File: config.mk
export PLATFORM = sky130hd
export DESIGN_NAME = dw_bank_sched
export DESIGN_NICKNAME = d
export VERILOG_FILES = /design/src/rtl/dw_bank_pkg.sv /design/src/rtl/dw_keep_mask_gen.sv /design/src/rtl/dw_bank_sched.sv
export SDC_FILE = /design/constraint.sdc
export NUM_CORES = 1
export LEC_CHECK = 0
export CAP_MARGIN = 20
export CORE_AREA = 4 4 395 397
export DETAILED_ROUTE_END_ITERATION = 6
export DIE_AREA = 0 0 399 401
export PLACE_DENSITY = 0.41
export SYNTH_ARGS = -nofsm -noshare
export SYNTH_HDL_FRONTEND = slang
export SYNTH_HIERARCHICAL = 1
export SYNTH_SLANG_ARGS = --single-unit
File: constraint.sdc
create_clock -name aclk -period 13.4 [get_ports aclk]
set_clock_uncertainty 0.2 [all_clocks]
set_input_delay 1.34 -clock aclk [delete_from_list [all_inputs] [get_ports aclk]]
set_output_delay 1.34 -clock aclk [all_outputs]
set_load 0.1 [all_outputs]
File: src/rtl/dw_bank_pkg.sv
// Shared constants, state encoding and tuser field packing for the dw_bank_sched
// controller and its keep-mask generator.
package dw_bank_pkg;
   localparam int unsigned KW_MAX       = 11;
   localparam int unsigned SW_MAX       = 4;
   localparam int unsigned I_KW2        = 2;
   localparam int unsigned BITS_KW2     = $clog2(KW_MAX / 2 + 1);
   localparam int unsigned I_SW_1       = I_KW2 + BITS_KW2;
   localparam int unsigned BITS_SW      = $clog2(SW_MAX + 1);
   localparam int unsigned TUSER_WIDTH  = 8;
   localparam int unsigned MEMBERS_DEF  = 24;
   localparam int unsigned BITS_MEMBERS = $clog2(MEMBERS_DEF);

   typedef logic [1:0] state_t;
   localparam state_t IDLE  = 2'd0;
   localparam state_t CALC  = 2'd1;
   localparam state_t RUN   = 2'd2;
   localparam state_t DRAIN = 2'd3;

   function automatic logic [TUSER_WIDTH-1:0] pack_user(input logic [BITS_KW2-1:0] kw2,
                                                        input logic [BITS_SW-1:0]  sw_1);
      logic [TUSER_WIDTH-1:0] u;
      u = '0;
      u[I_KW2 +: BITS_KW2] = kw2;
      u[I_SW_1 +: BITS_SW] = sw_1;
      return u;
   endfunction
endpackage

File: src/rtl/dw_keep_mask_gen.sv
// Builds the first-beat and steady keep masks one member per cycle, using a
// wrapping mod-J counter instead of a divider.
module dw_keep_mask_gen
   import dw_bank_pkg::*;
#(
   parameter int unsigned MEMBERS = MEMBERS_DEF,
   parameter int unsigned MW      = BITS_MEMBERS
)(
   input  logic                clk,
   input  logic                rst,
   input  logic                calc_en,
   input  logic [BITS_KW2-1:0] kw2,
   input  logic [BITS_SW-1:0]  sw_1,
   output logic [MEMBERS-1:0]  keep_f,
   output logic [MEMBERS-1:0]  keep_s,
   output logic                done
);
   localparam int unsigned RW = BITS_KW2 + 2;

   logic [MW-1:0]      m_q, m_d;
   logic [RW-1:0]      r_q, r_d;
   logic [MEMBERS-1:0] keep_f_q, keep_f_d, keep_s_q, keep_s_d;
   logic [RW-1:0]      r_last, thr_f, s_sum;

   always_comb begin
      r_last   = RW'({kw2, 1'b0}) + RW'(sw_1);
      thr_f    = RW'({kw2, 1'b0});
      // r >= K-1-S rewritten as r+S >= K-1 so a negative threshold never appears
      s_sum    = r_q + RW'(sw_1) + RW'(1);
      m_d      = m_q;
      r_d      = r_q;
      keep_f_d = keep_f_q;
      keep_s_d = keep_s_q;
      done     = calc_en && (m_q == MW'(MEMBERS - 1));
      if (calc_en) begin
         keep_f_d[m_q] = (r_q >= thr_f);
         keep_s_d[m_q] = (s_sum >= thr_f);
         if (done) begin
            m_d = '0;
            r_d = '0;
         end else begin
            m_d = m_q + MW'(1);
            r_d = (r_q == r_last) ? '0 : r_q + RW'(1);
         end
      end
   end

   always_ff @(posedge clk or posedge rst) begin
      if (rst) begin
         m_q      <= '0;
         r_q      <= '0;
         keep_f_q <= '0;
         keep_s_q <= '0;
      end else begin
         m_q      <= m_d;
         r_q      <= r_d;
         keep_f_q <= keep_f_d;
         keep_s_q <= keep_s_d;
      end
   end

   assign keep_f = keep_f_q;
   assign keep_s = keep_s_q;
endmodule

File: src/rtl/dw_bank_sched.sv
// Frame sequencer for the axis_dw_shift bank: accepts a config, builds keep masks,
// then streams beats through a one-deep output register stamped with keep/user/last.
module dw_bank_sched
   import dw_bank_pkg::*;
#(
   parameter int unsigned WORD_WIDTH = 8,
   parameter int unsigned UNITS      = 2,
   parameter int unsigned MEMBERS    = MEMBERS_DEF,
   parameter int unsigned BITS_BEATS = 16
)(
   input  logic                             aclk,
   input  logic                             areset,
   input  logic                             cfg_valid,
   output logic                             cfg_ready,
   input  logic [BITS_KW2-1:0]              cfg_kw2,
   input  logic [BITS_SW-1:0]               cfg_sw_1,
   input  logic [BITS_BEATS-1:0]            cfg_beats,
   input  logic                             s_valid,
   output logic                             s_ready,
   input  logic [MEMBERS*UNITS*WORD_WIDTH-1:0] s_data,
   input  logic                             s_last,
   output logic                             m_valid,
   input  logic                             m_ready,
   output logic [MEMBERS*UNITS*WORD_WIDTH-1:0] m_data,
   output logic [MEMBERS-1:0]               m_keep,
   output logic [MEMBERS*TUSER_WIDTH-1:0]   m_user,
   output logic                             m_last,
   output logic                             err_cfg,
   output logic                             err_last
);
   localparam int unsigned DW = MEMBERS * UNITS * WORD_WIDTH;

   state_t                     state_q, state_d;
   logic [BITS_KW2-1:0]        kw2_q, kw2_d;
   logic [BITS_SW-1:0]         sw_1_q, sw_1_d;
   logic [BITS_BEATS-1:0]      beats_q, beats_d, beat_q, beat_d;
   logic                       m_valid_q, m_valid_d, m_last_q, m_last_d;
   logic [DW-1:0]              m_data_q, m_data_d;
   logic [MEMBERS-1:0]         m_keep_q, m_keep_d;
   logic [MEMBERS*TUSER_WIDTH-1:0] m_user_q, m_user_d;
   logic                       err_cfg_q, err_cfg_d, err_last_q, err_last_d;
   logic                       calc_en, calc_done, s_fire, last_beat, cfg_bad;
   logic [MEMBERS-1:0]         keep_f, keep_s;

   dw_keep_mask_gen #(
      .MEMBERS (MEMBERS),
      .MW      ($clog2(MEMBERS))
   ) u_mask (
      .clk     (aclk),
      .rst     (areset),
      .calc_en (calc_en),
      .kw2     (kw2_q),
      .sw_1    (sw_1_q),
      .keep_f  (keep_f),
      .keep_s  (keep_s),
      .done    (calc_done)
   );

   always_comb begin
      state_d    = state_q;
      kw2_d      = kw2_q;
      sw_1_d     = sw_1_q;
      beats_d    = beats_q;
      beat_d     = beat_q;
      m_valid_d  = m_valid_q;
      m_last_d   = m_last_q;
      m_data_d   = m_data_q;
      m_keep_d   = m_keep_q;
      m_user_d   = m_user_q;
      err_cfg_d  = err_cfg_q;
      err_last_d = err_last_q;
      calc_en    = 1'b0;
      cfg_ready  = (state_q == IDLE) && !areset;
      s_ready    = (state_q == RUN) && (!m_valid_q || m_ready);
      s_fire     = s_valid && s_ready;
      last_beat  = (beat_q == beats_q - BITS_BEATS'(1));
      cfg_bad    = (cfg_kw2 > BITS_KW2'(KW_MAX / 2)) || (cfg_sw_1 > BITS_SW'(SW_MAX - 1)) ||
                   (cfg_beats == '0);
      case (state_q)
         IDLE: begin
            if (cfg_valid) begin
               kw2_d   = cfg_kw2;
               sw_1_d  = cfg_sw_1;
               beats_d = cfg_beats;
               beat_d  = '0;
               if (cfg_bad) err_cfg_d = 1'b1;
               else         state_d   = CALC;
            end
         end
         CALC: begin
            calc_en = 1'b1;
            if (calc_done) state_d = RUN;
         end
         RUN: begin
            if (s_fire) begin
               m_valid_d = 1'b1;
               m_data_d  = s_data;
               m_keep_d  = (beat_q == '0) ? keep_f : keep_s;
               m_user_d  = {MEMBERS{pack_user(kw2_q, sw_1_q)}};
               m_last_d  = last_beat;
               beat_d    = beat_q + BITS_BEATS'(1);
               if (s_last != last_beat) err_last_d = 1'b1;
               if (last_beat) state_d = DRAIN;
            end else if (m_ready) begin
               m_valid_d = 1'b0;
            end
         end
         DRAIN: begin
            if (m_ready) begin
               m_valid_d = 1'b0;
               state_d   = IDLE;
            end
         end
         default: state_d = IDLE;
      endcase
   end

   always_ff @(posedge aclk or posedge areset) begin
      if (areset) begin
         state_q    <= IDLE;
         kw2_q      <= '0;
         sw_1_q     <= '0;
         beats_q    <= '0;
         beat_q     <= '0;
         m_valid_q  <= 1'b0;
         m_last_q   <= 1'b0;
         m_data_q   <= '0;
         m_keep_q   <= '0;
         m_user_q   <= '0;
         err_cfg_q  <= 1'b0;
         err_last_q <= 1'b0;
      end else begin
         state_q    <= state_d;
         kw2_q      <= kw2_d;
         sw_1_q     <= sw_1_d;
         beats_q    <= beats_d;
         beat_q     <= beat_d;
         m_valid_q  <= m_valid_d;
         m_last_q   <= m_last_d;
         m_data_q   <= m_data_d;
         m_keep_q   <= m_keep_d;
         m_user_q   <= m_user_d;
         err_cfg_q  <= err_cfg_d;
         err_last_q <= err_last_d;
      end
   end

   assign m_valid  = m_valid_q;
   assign m_last   = m_last_q;
   assign m_data   = m_data_q;
   assign m_keep   = m_keep_q;
   assign m_user   = m_user_q;
   assign err_cfg  = err_cfg_q;
   assign err_last = err_last_q;
endmodule

After elaboration in Yosys (flattened, before gate mapping):

Cells that the tools add are included.

* add/subtract/negate cells: 7
* $lt $le $gt $ge: 6
* equality and inequality tests: 13
* mux-type cells: 22
* reductions and logical operators: 21

Operator list (count)
* 24-bit bitwise mux: 2
* 16-bit logical NOT: 2
* 16-bit 2-to-1 mux: 2
* 16-bit one-hot mux with 2 select lines: 1
* 24-bit 2-to-1 mux: 1
* 16-bit by 1-bit adder with 16-bit output, second input constant: 1
* 16-bit == test: 1
* 16-bit by 1-bit subtractor with 16-bit output, second input constant: 1
* 5-bit by 1-bit adder with 5-bit output, second input constant: 3
* 5-bit 2-to-1 mux: 3
* 2-bit 2-to-1 mux: 6
* 2-bit != test, second input constant: 6
* 5-bit by 4-bit greater-or-equal comparator with 1-bit output: 2
* 3-bit AND reduction: 3
* 2-bit one-hot mux with 4 select lines: 1
* 5-bit by 6-bit less-than comparator with 1-bit output, second input constant: 1
* 6-bit AND reduction: 1
* 4-bit by 3-bit adder with 5-bit output: 1
* 5-bit by 3-bit adder with 5-bit output: 1
* 1-bit demux with 5-bit select: 1
* 5-bit == test: 1
* 5-bit == test, second input constant: 1
* 5-bit by 1-bit greater-or-equal comparator with 1-bit output, second input constant: 1
* 1-bit logical AND: 5
* other kinds (12): 21

* flip-flop bits (word level): 654
* input port bits: 412
* output and inout bits: 606
* word-level logic and storage cells: 85

Logic depth before layout (Yosys ltp):

* word-level depth: 6
* gate-level depth with buffers: 12
* mapped depth without buffers: 11

Hierarchy:

The synthesis kept the hierarchy.

By module, submodules not included
* dw_bank_sched: instances 1, cells each 2199, area each 19583.8 um^2, seq. area each 11461.0 um^2
* dw_keep_mask_gen: instances 1, cells each 279, area each 2778.9 um^2, seq. area each 1451.4 um^2

Least setup slack after synthesis:

No wires, ideal clock.

* path kind: input to output
* start: in areset
* end: out cfg_ready
* data arrival time: 2.591 ns
* data required time: 11.860 ns
* path slack: 9.269 ns
* cell stages on the path: 1
* buffers on the path: 0
* path through: nor2_1

* longest elaborated chain between the ends: 2

RTL lines
* start, declared: line dw_bank_sched.sv:12 `input logic areset,`
* 1-bit logical NOT (no source line)
* 1-bit logical AND: line dw_bank_sched.sv:73 `cfg_ready = (state_q == IDLE) && !areset;`
* end, declared: line dw_bank_sched.sv:14 `output logic cfg_ready,`

No other way between the ends.

Worst setup path after layout:

* start: in m_ready
* end: out s_ready

* longest elaborated chain between the ends: 2

RTL lines
* start, declared: line dw_bank_sched.sv:23 `input logic m_ready,`
* 1-bit logical OR: line dw_bank_sched.sv:74 `s_ready = (state_q == RUN) && (!m_valid_q || m_ready);`
* 1-bit logical AND: line dw_bank_sched.sv:74
* end, declared: line dw_bank_sched.sv:19 `output logic s_ready,`

No other way between the ends.

==> flow_summary.toml <==
[clock_tree]
clockBufferDepth = 3
clock_latency_ns = 0.65
path_clk_slew_ns = 0.06
cts_buffers = 71
cts_max_level = 3
ctsResizeCount = 0
postCtsHoldBufs = 0
cts_setup_buffers = 0
cts_tree = "yes"
cts_sinks = 516
cts-root-buf = "clkbuf_16"

[grt]
grt_first_pass_wirelength_um = 160000
grt_antenna_before_repair = 59
grt_usage = 0.141
grt_pass1_vias = 19800
overflow = 0
grt_max_degree = 181

[final_layout]
fin_nets = 3733
area_delta_synth_final_pct = 59.5
fin_util = 0.235
most-common-layout-cells = "nand2_1, clkdlybuf4s50_1, dfrtp_1"
drive_gt1_frac = 0.0630
final_common_cell = "nand2_1"

[pwr]
ir_drop_mv = 0.0871
cellPowerDensity_mw_per_mm2 = 166
leakage_nw = 16.3
power.total_mw = 5.92

[yosys]
synthAdderAreaFrac = 0.0147
syn_area_per_cell_um2 = 9.02
yosysWarningCount = 6
synth_compound_area_frac = 0.0337
synthArstFlopShare = 1.00
synth_seq_cells = 516
synth_cell_types = 64
synth_top_family_by_area = "simple AND/OR/NAND/NOR gates"
synth-xor-area-share = 0.0152
synthMuxAreaShare = 0.0244
netlist_area_mm2 = 0.0224
synth_edf_count = 0
ys.flop_type = "dfrtp_1"
synth_seq_area_share = 0.577
synthCells = 2478
synth-simple-area-share = 0.248

[timing]
layout_min_cycle_time_ns = 4.90
final-hold-violation-count = 0
worst_slew_pin_slew_ns = 1.19
setup_violations = 0
relSlewSlack = 0.204
rsz0062_at_grt = "false"
fmax_mhz = 204
setup_tns_ns = 0
fin_crit_sh = 0.366
slew_viol_final = 0

[worst_setup_path]
reg2reg_to = "m_data[292]$_DFFE_PP0P_"
crit_start = "m_ready"
crit_end = "s_ready"
timing.rr.start = "state_q[0]$_DFFE_PP0P_"
crit_arrival_ns = 3.36
critical_path.max_fanout = 4
path_class = "in2out"
cp_data_required_time_ns = 11.86
startpoint_type = "primary input"
reg2reg_slack_ns = 9.08
r2r_cells = 7
end_kind = "output pin"

[die]
initial_core_util = 0.147
core-area_mm2 = 0.152
die-area_mm2 = 0.160
io_pins = 1018
rows = 143
die_x_um = 399
dieHeight_um = 401

[placed_design]
numPortBuffers = 969
gp_congestion = 0.835
dp.final_hpwl_um = 90100

[min_path]
min_path_type = "reg2reg"

[drt]
wirelength_um = 116000
firstDrtPassIters = 5
drt_iter0_markers = 1062
drc_errors = 0
routedWlPerCell_um = 21.6
avgViaCountPerCell = 3.65
vias = 19700
ant_nets = 0

[flow_run]
drv_cap = 0

[status]
status = "complete, no violations"
-- layout make-up --
cell class,count,area [um2]
multi-input combinational,1684,7730
clock inverter,28,375
sequential,516,12900
antenna,17,42.5
tap,2030,2540
inverter,27,105
timing repair buffer,996,9940
clock buffer,98,2020
fill,16500,116000
-- cells by family (layout without fill, tap and decap cells) --
| logic type | Yosys count | after routing |
|---|---|---|
| simple gates | 1399 | 1399 |
| flops | 516 | 516 |
| fa+ha+maj | 25 | 25 |
| other cells | 1 | 65 |
| buf+inv | 325 | 1149 |
| xor+xnor | 37 | 37 |
| mux | 51 | 51 |
| compound gates | 124 | 124 |
-- power by group --
part	internal [mW]	switching, mW
Clock	1.16	0.805
Combinational	0.459	1.65
Sequential	1.73	0.124
Total	3.35	2.58
-- state kept, by name (all words and copies together), names as in the netlist, 2 cells and up --
name,cells
u_mask/keep_s,24
u_mask/r_q,5
beat_q,16
m_data,384
m_user,6
u_mask/m_q,5
sw_1_q,3
kw2_q,3
beats_q,16
state_q,2
m_keep,24
u_mask/keep_f,24
-- per-layer routing --
layer	up-vias	global-route usage	wire, um	part of all wire
li1	9219	-	-	-
met5	-	0	49	0.00042
met1	9518	0.159	44600	0.38
met4	8	0.0492	3320	0.029
met2	790	0.240	57300	0.49
met3	185	0.0547	11100	0.095
-- stage by stage --
stage	area (um2)	std cells	worst slack, ns	hold WS (ns)
floorplan	22500	2525	5.66	0.255
global placement	33100	5247	8.10	0.257
detailed placement	33200	5252	8.07	0.261
CTS	35600	5378	8.50	0.275
global route	35600	5390	8.44	0.286
finish	35700	5396	8.50	0.270
-- worst max-delay path, cell delays in order --
cell and delay (ns):
clkdlybuf4s50_1 0.50, nand2b_1 0.23, and2_1 0.16, clkdlybuf4s50_1 1.13
-- synthesized netlist by cell type (10+ instances only) --
cell / n / area, um2
and3_1: 12 / 75.1
inv_1: 26 / 97.6
clkbuf_1: 105 / 394
xor2_1: 22 / 193
mux2_2: 24 / 270
nand3_1: 19 / 95.1
ha_1: 23 / 288
nand2_1: 1217 / 4570
buf_4: 186 / 1400
nor4_1: 10 / 62.6
dfrtp_1: 516 / 12900
xnor2_1: 14 / 123
a21oi_1: 33 / 165
o21ai_0: 32 / 160
nor3_1: 16 / 80.1
nor2_1: 75 / 282
mux2i_1: 26 / 260
a31oi_1: 27 / 169
-- worst min-delay path by stage --
| stage | from | end | slack [ns] | depth (start not counted) |
|---|---|---|---|---|
| floorplan | sw_1_q[0]$_DFFE_PP0P_ | m_user[189]$_DFFE_PP0P_ | 0.26 | 2 |
| global placement | m_data[145]$_DFFE_PP0P_ | m_data[145]$_DFFE_PP0P_ | 0.26 | 2 |
| detailed placement | m_data[155]$_DFFE_PP0P_ | m_data[155]$_DFFE_PP0P_ | 0.26 | 2 |
| CTS | m_data[127]$_DFFE_PP0P_ | m_data[127]$_DFFE_PP0P_ | 0.28 | 2 |
| global route | m_data[8]$_DFFE_PP0P_ | m_data[8]$_DFFE_PP0P_ | 0.29 | 2 |
| finish | m_data[266]$_DFFE_PP0P_ | m_data[266]$_DFFE_PP0P_ | 0.27 | 2 |
(Power assumes the default switching activity.)
